[src/rtl/vending_machine_param_if.sv]
`default_nettype none
// ============================================================================
//  Module   : vending_machine_param_if
//  Brief    : Coin/cancel inputs and dispense/change/debug outputs of the
//             parametrised vending machine, bundled with master/slave views.
//  Revision : 1.0 - initial release
// ============================================================================
interface vending_machine_param_if #(
   parameter int CREDIT_W = 4,
   parameter int CNT_W    = 8
);
   logic                one;
   logic                two;
   logic                five;
   logic                cancel;
   logic                d;
   logic [CREDIT_W-1:0] r;
   logic                rej;
   logic [1:0]          cs;
   logic [1:0]          ns;
   logic [CREDIT_W-1:0] credit;
   logic [CNT_W-1:0]    vend_cnt;

   // Coin acceptor / controller side
   modport master (
      output one, two, five, cancel,
      input  d, r, rej, cs, ns, credit, vend_cnt
   );

   // Vending machine side
   modport slave (
      input  one, two, five, cancel,
      output d, r, rej, cs, ns, credit, vend_cnt
   );
endinterface
`default_nettype wire

[src/rtl/vending_machine_param.sv]
`default_nettype none
// ============================================================================
//  Module   : vending_machine_param
//  Brief    : Single-price coin vending FSM with parametrised coin values,
//             cancel/refund, coin rejection and a wrapping vend counter.
//  Revision : 1.0 - initial release
// ============================================================================
module vending_machine_param #(
   parameter int PRICE    = 4,
   parameter int VAL_ONE  = 1,
   parameter int VAL_TWO  = 2,
   parameter int VAL_FIVE = 5,
   parameter int CREDIT_W = 4,
   parameter int CNT_W    = 8
) (
   input  wire logic               clk,
   input  wire logic               reset,
   vending_machine_param_if.slave  bus
);

   typedef enum logic [1:0] {
      S_IDLE   = 2'd0,
      S_ACCUM  = 2'd1,
      S_VEND   = 2'd2,
      S_REFUND = 2'd3
   } state_t;

   // Sums carry one guard bit so credit + coin never wraps.
   localparam logic [CREDIT_W:0] c_price    = (CREDIT_W+1)'(PRICE);
   localparam logic [CREDIT_W:0] c_val_one  = (CREDIT_W+1)'(VAL_ONE);
   localparam logic [CREDIT_W:0] c_val_two  = (CREDIT_W+1)'(VAL_TWO);
   localparam logic [CREDIT_W:0] c_val_five = (CREDIT_W+1)'(VAL_FIVE);

   state_t              r_state;
   logic [CREDIT_W-1:0] r_credit;
   logic [CREDIT_W-1:0] r_change;
   logic                r_rej;
   logic [CNT_W-1:0]    r_vend_cnt;

   state_t              w_ns;
   logic [CREDIT_W-1:0] w_credit_nxt;
   logic [CREDIT_W-1:0] w_change_nxt;
   logic                w_rej_nxt;
   logic                w_vend;
   logic [1:0]          w_ncoin;
   logic                w_valid;
   logic                w_multi;
   logic                w_any;
   logic [CREDIT_W:0]   w_val;
   logic [CREDIT_W:0]   w_sum;
   logic [CREDIT_W:0]   w_over;

   // Coin decode: a single coin carries its value, simultaneous coins carry none.
   always_comb begin
      w_ncoin = 2'(bus.one) + 2'(bus.two) + 2'(bus.five);
      w_valid = (w_ncoin == 2'd1);
      w_multi = (w_ncoin >= 2'd2);
      w_any   = (w_ncoin != 2'd0);
      w_val   = '0;
      if (w_valid) begin
         if (bus.one)      w_val = c_val_one;
         else if (bus.two) w_val = c_val_two;
         else              w_val = c_val_five;
      end
      w_sum  = {1'b0, r_credit} + w_val;
      w_over = w_sum - c_price;
   end

   // Next-state and next-datapath decision; cancel outranks vending.
   always_comb begin
      w_ns         = r_state;
      w_credit_nxt = r_credit;
      w_change_nxt = '0;
      w_rej_nxt    = 1'b0;
      w_vend       = 1'b0;
      if (reset) begin
         w_ns = S_IDLE;
      end else begin
         case (r_state)
            S_IDLE, S_ACCUM: begin
               if (bus.cancel) begin
                  w_credit_nxt = '0;
                  if (w_sum != '0) begin
                     w_ns         = S_REFUND;
                     w_change_nxt = w_sum[CREDIT_W-1:0];
                  end else begin
                     w_ns = S_IDLE;
                  end
               end else if (w_valid) begin
                  if (w_sum >= c_price) begin
                     w_ns         = S_VEND;
                     w_change_nxt = w_over[CREDIT_W-1:0];
                     w_credit_nxt = '0;
                     w_vend       = 1'b1;
                  end else begin
                     w_ns         = S_ACCUM;
                     w_credit_nxt = w_sum[CREDIT_W-1:0];
                  end
               end else if (w_multi) begin
                  w_rej_nxt = 1'b1;
               end
            end
            default: begin
               // Busy dispensing or refunding: coins bounce, cancel is ignored.
               w_ns      = S_IDLE;
               w_rej_nxt = w_any;
            end
         endcase
      end
   end

   // State and datapath registers; reset discards credit without refund.
   always_ff @(posedge clk) begin
      if (reset) begin
         r_state    <= S_IDLE;
         r_credit   <= '0;
         r_change   <= '0;
         r_rej      <= 1'b0;
         r_vend_cnt <= '0;
      end else begin
         r_state    <= w_ns;
         r_credit   <= w_credit_nxt;
         r_change   <= w_change_nxt;
         r_rej      <= w_rej_nxt;
         if (w_vend) r_vend_cnt <= r_vend_cnt + CNT_W'(1);
      end
   end

   assign bus.d        = (r_state == S_VEND);
   assign bus.r        = r_change;
   assign bus.rej      = r_rej;
   assign bus.cs       = r_state;
   assign bus.ns       = w_ns;
   assign bus.credit   = r_credit;
   assign bus.vend_cnt = r_vend_cnt;

endmodule
`default_nettype wire
[src/flat_wrapper.sv]
// flat-port wrapper written by rule: the top's interface ports become plain ports
module vending_machine_param_flat 
#(
   parameter int PRICE    = 4,
   parameter int VAL_ONE  = 1,
   parameter int VAL_TWO  = 2,
   parameter int VAL_FIVE = 5,
   parameter int CREDIT_W = 4,
   parameter int CNT_W    = 8
)
  (clk, reset, bus_one, bus_two, bus_five, bus_cancel, bus_d, bus_r, bus_rej, bus_cs, bus_ns, bus_credit, bus_vend_cnt);
  vending_machine_param_if #(.CREDIT_W(CREDIT_W), .CNT_W(CNT_W)) bus_i ();
  input  wire logic clk;
  input  wire logic reset;
  input wire logic [$bits(bus_i.one)-1:0] bus_one;
  input wire logic [$bits(bus_i.two)-1:0] bus_two;
  input wire logic [$bits(bus_i.five)-1:0] bus_five;
  input wire logic [$bits(bus_i.cancel)-1:0] bus_cancel;
  output wire logic [$bits(bus_i.d)-1:0] bus_d;
  output wire logic [$bits(bus_i.r)-1:0] bus_r;
  output wire logic [$bits(bus_i.rej)-1:0] bus_rej;
  output wire logic [$bits(bus_i.cs)-1:0] bus_cs;
  output wire logic [$bits(bus_i.ns)-1:0] bus_ns;
  output wire logic [$bits(bus_i.credit)-1:0] bus_credit;
  output wire logic [$bits(bus_i.vend_cnt)-1:0] bus_vend_cnt;
  assign bus_i.one = bus_one;
  assign bus_i.two = bus_two;
  assign bus_i.five = bus_five;
  assign bus_i.cancel = bus_cancel;
  assign bus_d = bus_i.d;
  assign bus_r = bus_i.r;
  assign bus_rej = bus_i.rej;
  assign bus_cs = bus_i.cs;
  assign bus_ns = bus_i.ns;
  assign bus_credit = bus_i.credit;
  assign bus_vend_cnt = bus_i.vend_cnt;
  vending_machine_param #(.PRICE(PRICE), .VAL_ONE(VAL_ONE), .VAL_TWO(VAL_TWO), .VAL_FIVE(VAL_FIVE), .CREDIT_W(CREDIT_W), .CNT_W(CNT_W)) u_core (.clk(clk), .reset(reset), .bus(bus_i));
endmodule
[config.mk]
export PLATFORM = sky130hd
export DESIGN_NAME = vending_machine_param_flat
export DESIGN_NICKNAME = d
export VERILOG_FILES = /design/src/rtl/vending_machine_param_if.sv /design/src/rtl/vending_machine_param.sv /design/src/flat_wrapper.sv
export SDC_FILE = /design/constraint.sdc
export NUM_CORES = 1
export LEC_CHECK = 0
export ABC_AREA = 1
export BUFFER_PORTS_ARGS = -buffer_cell sky130_fd_sc_hd__clkbuf_2
export CAP_MARGIN = 20
export CORE_MARGIN = 2
export CORE_UTILIZATION = 47
export CTS_CLUSTER_DIAMETER = 40
export CTS_CLUSTER_SIZE = 14
export DETAILED_ROUTE_END_ITERATION = 10
export PLACE_DENSITY_LB_ADDON = 0.12
export SLEW_MARGIN = 20
export SYNTH_ARGS = -nofsm -noshare
export SYNTH_HDL_FRONTEND = slang
export SYNTH_SLANG_ARGS = --single-unit
[constraint.sdc]
create_clock -name clk -period 4.6 [get_ports clk]
set_input_delay 0.92 -clock clk [delete_from_list [all_inputs] [get_ports clk]]
set_output_delay 0.92 -clock clk [all_outputs]
set_load 0.03 [all_outputs]
==> summary.txt, run 1 <==
Seq. cell area - 380.4 sq um
CP top delay family - adder cells
Vias in the first global route - 1,073
Sink Count - 19
Synth Area per Inst - 7.219 sq um
Global Route Usage Sum - 21.29%
PortBufs - 27
First-pass GRT wire length - 4.574 mm
Core Util, Final - 64.71%
Wirelength per Cell - 12.33 um
Routability Congestion - 0.8243
Crit Path Class - in2out
Synthesized area - 1191 sq um
Multi-input gate area - 778.2 sq um
Placeable Area - 2432 sq um
Worst hold path type - reg2reg
Worst VDD drop - 144.9 uV
Simple-gate share of the synthesized area - 38.55%
Placed cells - 224
Layout cell share with drive strength beyond 1 - 37.38%
Final-report hold violation count - 0
Total Nets Final - 221
Synth Warn # - 0
Die area - 2953 sq um
Placed standard-cell area - 1423 sq um
Via-per-instance ratio - 5.258
CP max stage cell - fa_2
DRC viols - 0
Inserted Clock Buffers - 3
ANT nets after route - 0
Worst Skew - 0.001384 ns
Final Critical Period - 4.482 ns
Setup Slack @ Placement - -0.04488 ns
Switching power - 121.5 uW
CTS tree - done
Tot Pwr - 358.4 uW
Pin count of the biggest net entering global routing - 15
Mapped Cells - 165
Die Y - 54.34 um
Initial antenna violation count - 0
Internal - 236.9 uW
Worst Path Arrival - 3.56 ns
Fin area - 1574 sq um
Switch share - 33.89%
Max H-tree Level - 1
Yosys cell types - 26
Pleak - 0.6973 nW
Yosys reg bits - 19
Bufs and invs on worst path - 7
Fill cells - 225
Mux share of post-synthesis cell area - 0%
Largest family of logic cells by synthesized area - simple AND/OR/NAND/NOR gates
Fmax - 223.1 MHz
Post-detail-place hpwl - 2.120 mm
Status - complete, no violations
Logic pwr share - 28.1%
Initial DRT Pass Iterations - 4
Clk_lat worst skew - 0.30 ns
Antenna diode count - 0
CP Launch Type - input pin
Vias - 1,241
GR Overflow Total - 0
Clk pin slew, worst setup/hold paths - 0.11 ns
Layout Area Growth over Synthesis - 32.14%
WP data required - 3.68 ns
Relative slew margins - 72.83%
Non-Filler Instances - 236
Ports - 28
DR iter-0 viols - 30
Initial core utilization - 48.97%
Synth Area in Adders - 9.664%
Crit-path cells - buf_6 -> inv_4 -> fa_2 -> nor2_4 -> inv_4 -> a21oi_2 -> ha_2 -> inv_2 -> fa_2 -> inv_2 -> nand2_2 -> nand2_4 -> inv_2 -> ha_4 -> nand3_4 -> nand2_4 -> nor2_4 -> nand2_4 -> nand3_4 -> nor3b_4 -> clkbuf_8
Clk pwr share - 24.0%
Pwr/cell area - 227.7 nW/um^2
Final period util - 97.44%
Max Cap Viol - 0
CTS root buffer - clkbuf_4
Sequential cell area fraction in the yosys report - 31.93%
Die width - 54.34 um
Crit end category - primary output
Synth Area in XOR/XNOR - 2.206%
Synthesized net count - 179
Setup TNS - 0 ns
Compound-Gate Fraction of Synth Area - 8.824%
Worst path max stage delay - 0.49 ns
Max-slew violation count - 0
Crit Path Max Fanout - 4
Clock tree buffer depth - 2
Final wirelength - 2.910 mm
Rows - 18
Setup-failing EPs final - 0
Final WS setup - 0.1178 ns
Sequential power share - 47.9%
Worst hold slack - 0.4672 ns
Worst-margin pin slew - 0.4045 ns
synthesized netlist by cell type, drive strengths merged:
library cell / count / area [sq um]
a211oi: 1 / 7.510
a21oi: 14 / 70.07
a31oi: 2 / 12.51
buf: 2 / 15.01
clkbuf: 1 / 3.750
dfxtp: 19 / 380.4
fa: 2 / 40.04
ha: 6 / 75.07
inv: 23 / 86.33
nand2: 40 / 170.2
nand3: 10 / 72.57
nand3b: 2 / 15.01
nand4: 11 / 68.82
nor2: 20 / 97.59
nor3: 4 / 20.02
nor3b: 2 / 15.01
o21ai: 3 / 15.01
xor2: 3 / 26.28
power by group through the flow:
stage                     combinational, mW  clock, mW  sequential (mW)
final                                 0.101     0.0860            0.172
after global routing                  0.109     0.0943            0.172
after CTS                            0.0896     0.0887            0.172
after detailed placement             0.0864          0            0.176
after global placement               0.0857          0            0.175
after floorplan                      0.0550          0            0.183
repair_timing:
| item | 4_1_cts | 5_1_grt |
|---|---|---|
| pin swaps | 1 | 13 |
| buffers inserted | 0 | 8 |
| setup endpoints to repair | 2 | 2 |
| gates resized for setup | 4 | 18 |
| hold buffers | 0 | 0 |
registers in the layout, indices dropped and copies added, names as in the netlist:
| name | cells |
|---|---|
| u_core.bus.rej | 1 |
| u_core.bus.vend_cnt | 8 |
| u_core.bus.r | 4 |
| u_core.bus.cs | 2 |
| u_core.bus.credit | 4 |
cell usage in the layout, fill, tap and decap left out, types with 3 or more instances in the layout:
master,synthesis,final
clkbuf_2,0,23
inv_2,3,7
xor2_1,3,3
clkbuf_4,0,3
inv_4,0,3
nand4_1,11,11
nor2_4,3,3
dfxtp_1,19,19
nand2_4,2,3
a21oi_1,14,13
nor2_1,17,15
inv_1,20,13
ha_1,6,3
nand3_1,7,6
buf_4,0,14
nand2_1,36,35
worst paths after layout:
path	cells after the start	slack, ns	end	startpoint
worst max-delay path	21	0.12	bus_ns[0]	bus_two
worst max register to register	16	2.29	u_core.bus.vend_cnt[3]	u_core.bus.credit[0]
worst min register to register	2	0.47	u_core.bus.credit[2]	u_core.bus.credit[2]
worst min-delay path	2	0.47	u_core.bus.credit[2]	u_core.bus.credit[2]
worst min-delay path: cells and delay by family, from the launching register on:
kind / cells / cell delay [ns]
flip-flops: 1 / 0.34
AND/OR/NAND/NOR: 2 / 0.10
kinds of logic (layout without fill, tap and decap cells):
| group | count (synthesis) | in the layout |
|---|---|---|
| adder cells (fa/ha/maj) | 8 | 8 |
| flip-flops | 19 | 19 |
| buffers and inverters | 26 | 67 |
| AO/OA/AOI/OAI | 20 | 20 |
| AND/OR/NAND/NOR | 89 | 89 |
| XOR/XNOR | 3 | 3 |
layout make-up:
cell class	count	area share [%]
Multi-Input combinational cell	120	49.44
Sequential cell	19	24.17
Timing Repair Buffer	40	16.30
Inverter	23	5.962
Tap cell	30	2.385
Clock buffer	3	1.431
Clock inverter	1	0.3180
per-layer routing:
| layer | up-vias | global-route usage (%) | wire, um |
|---|---|---|---|
| li1 | 629 | - | - |
| met3 | 4 | 2.732 | 170 |
| met1 | 568 | 29.00 | 1304 |
| met4 | 0 | 8.750 | 31 |
| met2 | 40 | 33.73 | 1404 |
| met5 | - | 0 | 0 |
(Power assumes the default switching activity.)
==> run 2, diff against run 1 <==
--- a/config.mk
+++ b/config.mk
@@ -9,7 +9,7 @@
 export BUFFER_PORTS_ARGS = -buffer_cell sky130_fd_sc_hd__clkbuf_2
 export CAP_MARGIN = 20
 export CORE_MARGIN = 2
-export CORE_UTILIZATION = 47
+export CORE_UTILIZATION = 30
 export CTS_CLUSTER_DIAMETER = 40
 export CTS_CLUSTER_SIZE = 14
 export DETAILED_ROUTE_END_ITERATION = 10
==> run 2 against run 1 <==
Effect of this change:
- sequential share of layout area decreased by 1.3 points
- clock-buffer cell count increased by 1
- global-route usage decreased by 6.4 points
- worst setup slack got worse by 0.021 ns
- highest routed layer unchanged
- critical endpoint unchanged
- combinational power increased by 7%
- utilization decreased by 20 points
- non-clock buffer count increased by 2
==> summary.txt, run 2 (synthesized netlist as in run 1, its figures left out) <==
CP Launch Type - input pin
Vias - 1,225
Total Nets Final - 223
Commonest non-fill, non-tap cell in the layout - nand2_1
Setup Slack @ Placement - -0.01683 ns
Pin count of the biggest net entering global routing - 15
Worst Skew - 0.001029 ns
Critical path startpoint - bus_one
Fmax - 222.1 MHz
R2r worst-path depth - 17
Worst VDD drop - 136.3 uV
Most frequent cells in the layout - 34 x nand2_1, 22 x clkbuf_2, 19 x dfxtp_1
Worst hold path type - reg2reg
Post-detail-place hpwl - 2.374 mm
R2r setup slk - 2.18 ns
Seq. cell area - 380.4 sq um
Fin area - 1662 sq um
Clock tree buffer depth - 2
Logic pwr share - 27.2%
Switch share - 31.68%
Core Util, Final - 44.39%
Crit Path Max Fanout - 4
Vias in the first global route - 1,108
Clk pin slew, worst setup/hold paths - 0.07 ns
CTS tree - done
Reg2reg start - u_core.bus.credit[0]
Sink Count - 19
Critical Path End - bus_ns[0]
Clk_lat worst skew - 0.25 ns
Die Y - 67.01 um
WP data required - 3.68 ns
ANT nets after route - 0
Clk pwr share - 29.3%
DR iter-0 viols - 46
Relative slew margins - 72.64%
Max H-tree Level - 1
Global Route Usage Sum - 14.84%
Multi-input gate area - 788.3 sq um
Final period util - 97.90%
Inserted Clock Buffers - 3
Final WS setup - 0.09666 ns
Final Critical Period - 4.503 ns
Worst Path Arrival - 3.58 ns
Max-slew violation count - 0
Routability Congestion - 0.8324
Rows - 22
Pwr/cell area - 238.1 nW/um^2
Sequential power share - 43.4%
Max Cap Viol - 0
CTS root buffer - clkbuf_8
Initial DRT Pass Iterations - 4
Die width - 67.01 um
Setup-failing EPs final - 0
Wirelength per Cell - 12.37 um
Initial antenna violation count - 0
Internal - 270.3 uW
Placed standard-cell area - 1460 sq um
Worst-margin pin slew - 0.4073 ns
Die area - 4490 sq um
Final-report hold violation count - 0
PortBufs - 27
Layout cell share with drive strength beyond 1 - 38.46%
Placeable Area - 3744 sq um
Antenna diode count - 0
First-pass GRT wire length - 5.023 mm
DRC viols - 0
Layout Area Growth over Synthesis - 39.50%
Worst hold slack - 0.4746 ns
Largest register FFs - 8
Pleak - 0.7229 nW
Final wirelength - 3.166 mm
Ports - 28
Via-per-instance ratio - 4.785
Crit Path Class - in2out
Switching power - 125.3 uW
Initial core utilization - 31.82%
Crit end category - primary output
GR Overflow Total - 0
Reg2reg end - u_core.bus.vend_cnt[0]
Fill cells - 412
Status - complete, no violations
==> run 2: cell count changes in the layout (fill, tap and decap cells not counted), sizes merged <==
cell	delta
buf	+3
clkinv	-1
==> run 2: power by group through the flow <==
stage	registers (mW)	logic, mW	clock network (mW)
2_1_floorplan	0.183	0.0550	0
3_3_place_gp	0.176	0.0917	0
3_5_place_dp	0.176	0.0926	0
4_1_cts	0.172	0.0955	0.120
5_1_grt	0.172	0.117	0.129
6_report	0.172	0.108	0.116
==> run 2: worst max-delay path, cell delays in order <==
cell	delay, ns
buf_8	0.10
inv_4	0.05
fa_2	0.46
nor2_4	0.13
inv_2	0.06
nor3_1	0.17
ha_1	0.31
inv_1	0.11
nand2_1	0.07
nand3_2	0.09
nand2_2	0.09
buf_12	0.14
ha_4	0.16
nand3_4	0.06
nand2_4	0.06
nor2_4	0.10
nand2_4	0.08
nand3_4	0.06
nor3b_4	0.17
clkbuf_8	0.18
==> run 2: repair_timing <==
| action | CTS | global route |
|---|---|---|
| endpoints found under the setup margin | 2 | 2 |
| pin swaps | 0 | 15 |
| setup buffers | 0 | 9 |
| hold buffers | 0 | 0 |
| gates resized for setup | 3 | 23 |
==> run 2: worst min-delay path by stage <==
stage | startpoint | endpoint | slack, ns | cells after the start
2_1_floorplan | u_core.bus.credit[2] | u_core.bus.credit[2] | 0.58 | 2
3_3_place_gp | u_core.bus.credit[2] | u_core.bus.credit[2] | 0.47 | 2
3_5_place_dp | u_core.bus.credit[2] | u_core.bus.credit[2] | 0.47 | 2
4_1_cts | u_core.bus.credit[2] | u_core.bus.credit[2] | 0.49 | 2
5_1_grt | u_core.bus.credit[2] | u_core.bus.credit[2] | 0.50 | 2
6_report | u_core.bus.credit[2] | u_core.bus.credit[2] | 0.47 | 2
==> run 2: per-stage QoR <==
stage | power, mW | TNS (ns) | cells
floorplan | 0.2385 | 0 | 165
global placement | 0.2673 | 0 | 244
detailed placement | 0.2682 | -0.01683 | 244
CTS | 0.3871 | 0 | 248
global route | 0.4185 | -0.08540 | 256
finish | 0.3956 | 0 | 256
==> run 2: area by class of cell <==
class	instances	share of cell area (%)
inverter	23	5.648
multi-input combinational	120	47.44
sequential	19	22.89
clock buffer	4	2.711
timing repair buffer	42	17.70
tap	48	3.614
==> run 2: layer usage <==
| metal | vias to the layer above | track usage [%] | routed length, um |
|---|---|---|---|
| met1 | 572 | 18.39 | 1477 |
| met4 | 0 | 3.061 | 17 |
| met2 | 20 | 25.50 | 1551 |
| met5 | - | 0 | 0 |
| met3 | 2 | 4.054 | 120 |
| li1 | 631 | - | - |
==> run 3, diff against run 2 <==
--- a/config.mk
+++ b/config.mk
@@ -8,7 +8,7 @@
 export ABC_AREA = 1
 export BUFFER_PORTS_ARGS = -buffer_cell sky130_fd_sc_hd__clkbuf_2
 export CAP_MARGIN = 20
-export CORE_MARGIN = 2
+export CORE_MARGIN = 1
 export CORE_UTILIZATION = 30
 export CTS_CLUSTER_DIAMETER = 40
 export CTS_CLUSTER_SIZE = 14
==> run 3 against run 2 <==
Effect of this change:
- utilization rose by 0.57 points
- worst setup slack improved by 0.015 ns
- final cell count rose by 1.6%
- maximum frequency rose by 0.34%
- routed wire length fell by 0.98%
- sequential power barely moved
- sequential cell count did not move
- critical path type unchanged
- largest power group unchanged
==> summary.txt, run 3 (synthesized netlist as in run 1, its figures left out) <==
Post-detail-place hpwl - 2.326 mm
Tot Pwr - 394.3 uW
Final Critical Period - 4.488 ns
Most frequent cells in the layout - 34 x nand2_1, 24 x clkbuf_2, 19 x buf_4, 19 x dfxtp_1, 16 x nor2_1
Crit end category - primary output
Inserted Clock Buffers - 3
Setup-failing EPs final - 0
Pleak - 0.7392 nW
Initial DRT Pass Iterations - 4
Rows - 22
Vias - 1,247
PortBufs - 27
Initial antenna violation count - 0
Die Y - 65.01 um
Die width - 65.01 um
Crit Path Class - in2out
Worst VDD drop - 153.9 uV
Hold Buf Count CTS - 0
Final period util - 97.57%
Layout Area Growth over Synthesis - 41.28%
Global Route Usage Sum - 15.51%
Setup Slack @ Placement - -0.01686 ns
Fill cells - 391
Sink Count - 19
DR iter-0 viols - 61
Pin count of the biggest net entering global routing - 15
Relative slew margins - 71.32%
CTS root buffer - clkbuf_8
Wirelength per Cell - 12.06 um
Clk_lat worst skew - 0.25 ns
Worst hold path type - reg2reg
Worst-margin pin slew - 0.4269 ns
First-pass GRT wire length - 5.064 mm
Total Nets Final - 227
Fmax - 222.8 MHz
Final WS setup - 0.1119 ns
Largest register FFs - 8
Max Cap Viol - 0
Crit Path Max Fanout - 4
Clk pin slew, worst setup/hold paths - 0.07 ns
DRC viols - 0
Pwr/cell area - 234.3 nW/um^2
CP Launch Type - input pin
Placeable Area - 3744 sq um
Status - complete, no violations
ANT nets after route - 0
Antenna diode count - 0
Initial core utilization - 31.82%
Routability Congestion - 0.8330
WP data required - 3.68 ns
GR Overflow Total - 0
Clock tree buffer depth - 2
Max-slew violation count - 0
Core Util, Final - 44.95%
Layout cell share with drive strength beyond 1 - 39.62%
Commonest non-fill, non-tap cell in the layout - nand2_1
Worst Path Arrival - 3.57 ns
Final wirelength - 3.135 mm
Die area - 4226 sq um
Final-report hold violation count - 0
Ports - 28
Worst Skew - 0.0009320 ns
Vias in the first global route - 1,121
Via-per-instance ratio - 4.796
CTS tree - done
Max H-tree Level - 1
## run 3: cell types whose count changed in the layout (fill, tap and decap cells not counted), moves of 2 or more
cell      delta
clkbuf_2     +2
nor2_1       +2
buf_4        +4
nor2_2       -2
inv_4        -2
## run 3: path summary, 6_finish.rpt
check        slack (ns)                endpoint  depth (start not counted)                 start
max                0.11               bus_ns[0]                         21              bus_five
max reg2reg        2.21  u_core.bus.vend_cnt[3]                         17  u_core.bus.credit[0]
min reg2reg        0.48    u_core.bus.credit[2]                          2  u_core.bus.credit[2]
min                0.48    u_core.bus.credit[2]                          2  u_core.bus.credit[2]
## run 3: what timing repair did
item                                    in CTS  in global routing
buffers inserted                             0                 12
gates resized for setup                      2                 20
pin swaps                                    0                 11
endpoints found under the setup margin       1                  2
## run 3: layer usage
layer	global-route usage, %	share of wire (%)
met1	20.04	45
met4	3.261	0.57
met5	0	0
met3	4.049	4.5
met2	25.78	50
## run 3: report_power, final
| part | total, mW | leakage, nW | switching (mW) | internal [mW] |
|---|---|---|---|---|
| Sequential | 0.172 | 0.154 | 0.00341 | 0.169 |
| Combinational | 0.107 | 0.563 | 0.0678 | 0.0389 |
| Clock | 0.115 | 0.0228 | 0.0540 | 0.0615 |
| Total | 0.394 | 0.739 | 0.125 | 0.269 |
## run 3: stage by stage
step | instance area, sq um | hold slack [ns] | instances | TNS [ns]
2_1_floorplan | 1231 | 0.5797 | 165 | 0
3_3_place_gp | 1468 | 0.4763 | 245 | 0
3_5_place_dp | 1468 | 0.4699 | 245 | -0.01686
4_1_cts | 1521 | 0.4845 | 249 | 0
5_1_grt | 1683 | 0.5190 | 260 | -0.02199
6_report | 1683 | 0.4832 | 260 | 0
## run 3: worst max-delay path, stage by stage
cell and delay [ns]:
clkbuf_2 0.08, inv_1 0.07, fa_2 0.47, nor2_4 0.16, inv_4 0.06, a21oi_2 0.10
ha_2 0.20, inv_2 0.04, fa_2 0.35, inv_2 0.07, nand2_2 0.06, nand2_4 0.07
inv_2 0.04, ha_4 0.15, nand3_4 0.06, nand2_4 0.05, nor2_4 0.11, nand2_4 0.08
nand3_4 0.06, nor3b_4 0.18, clkbuf_8 0.18
## run 3: final cells by class
| class | instances | area [sq um] | area share, % |
|---|---|---|---|
| inverters | 23 | 88.84 | 5.279 |
| repair buffers | 46 | 299.0 | 17.77 |
| well taps | 48 | 60.06 | 3.569 |
| clock buffers | 4 | 45.04 | 2.677 |
| multi-input cells | 120 | 809.5 | 48.10 |
| flip-flops and latches | 19 | 380.4 | 22.60 |
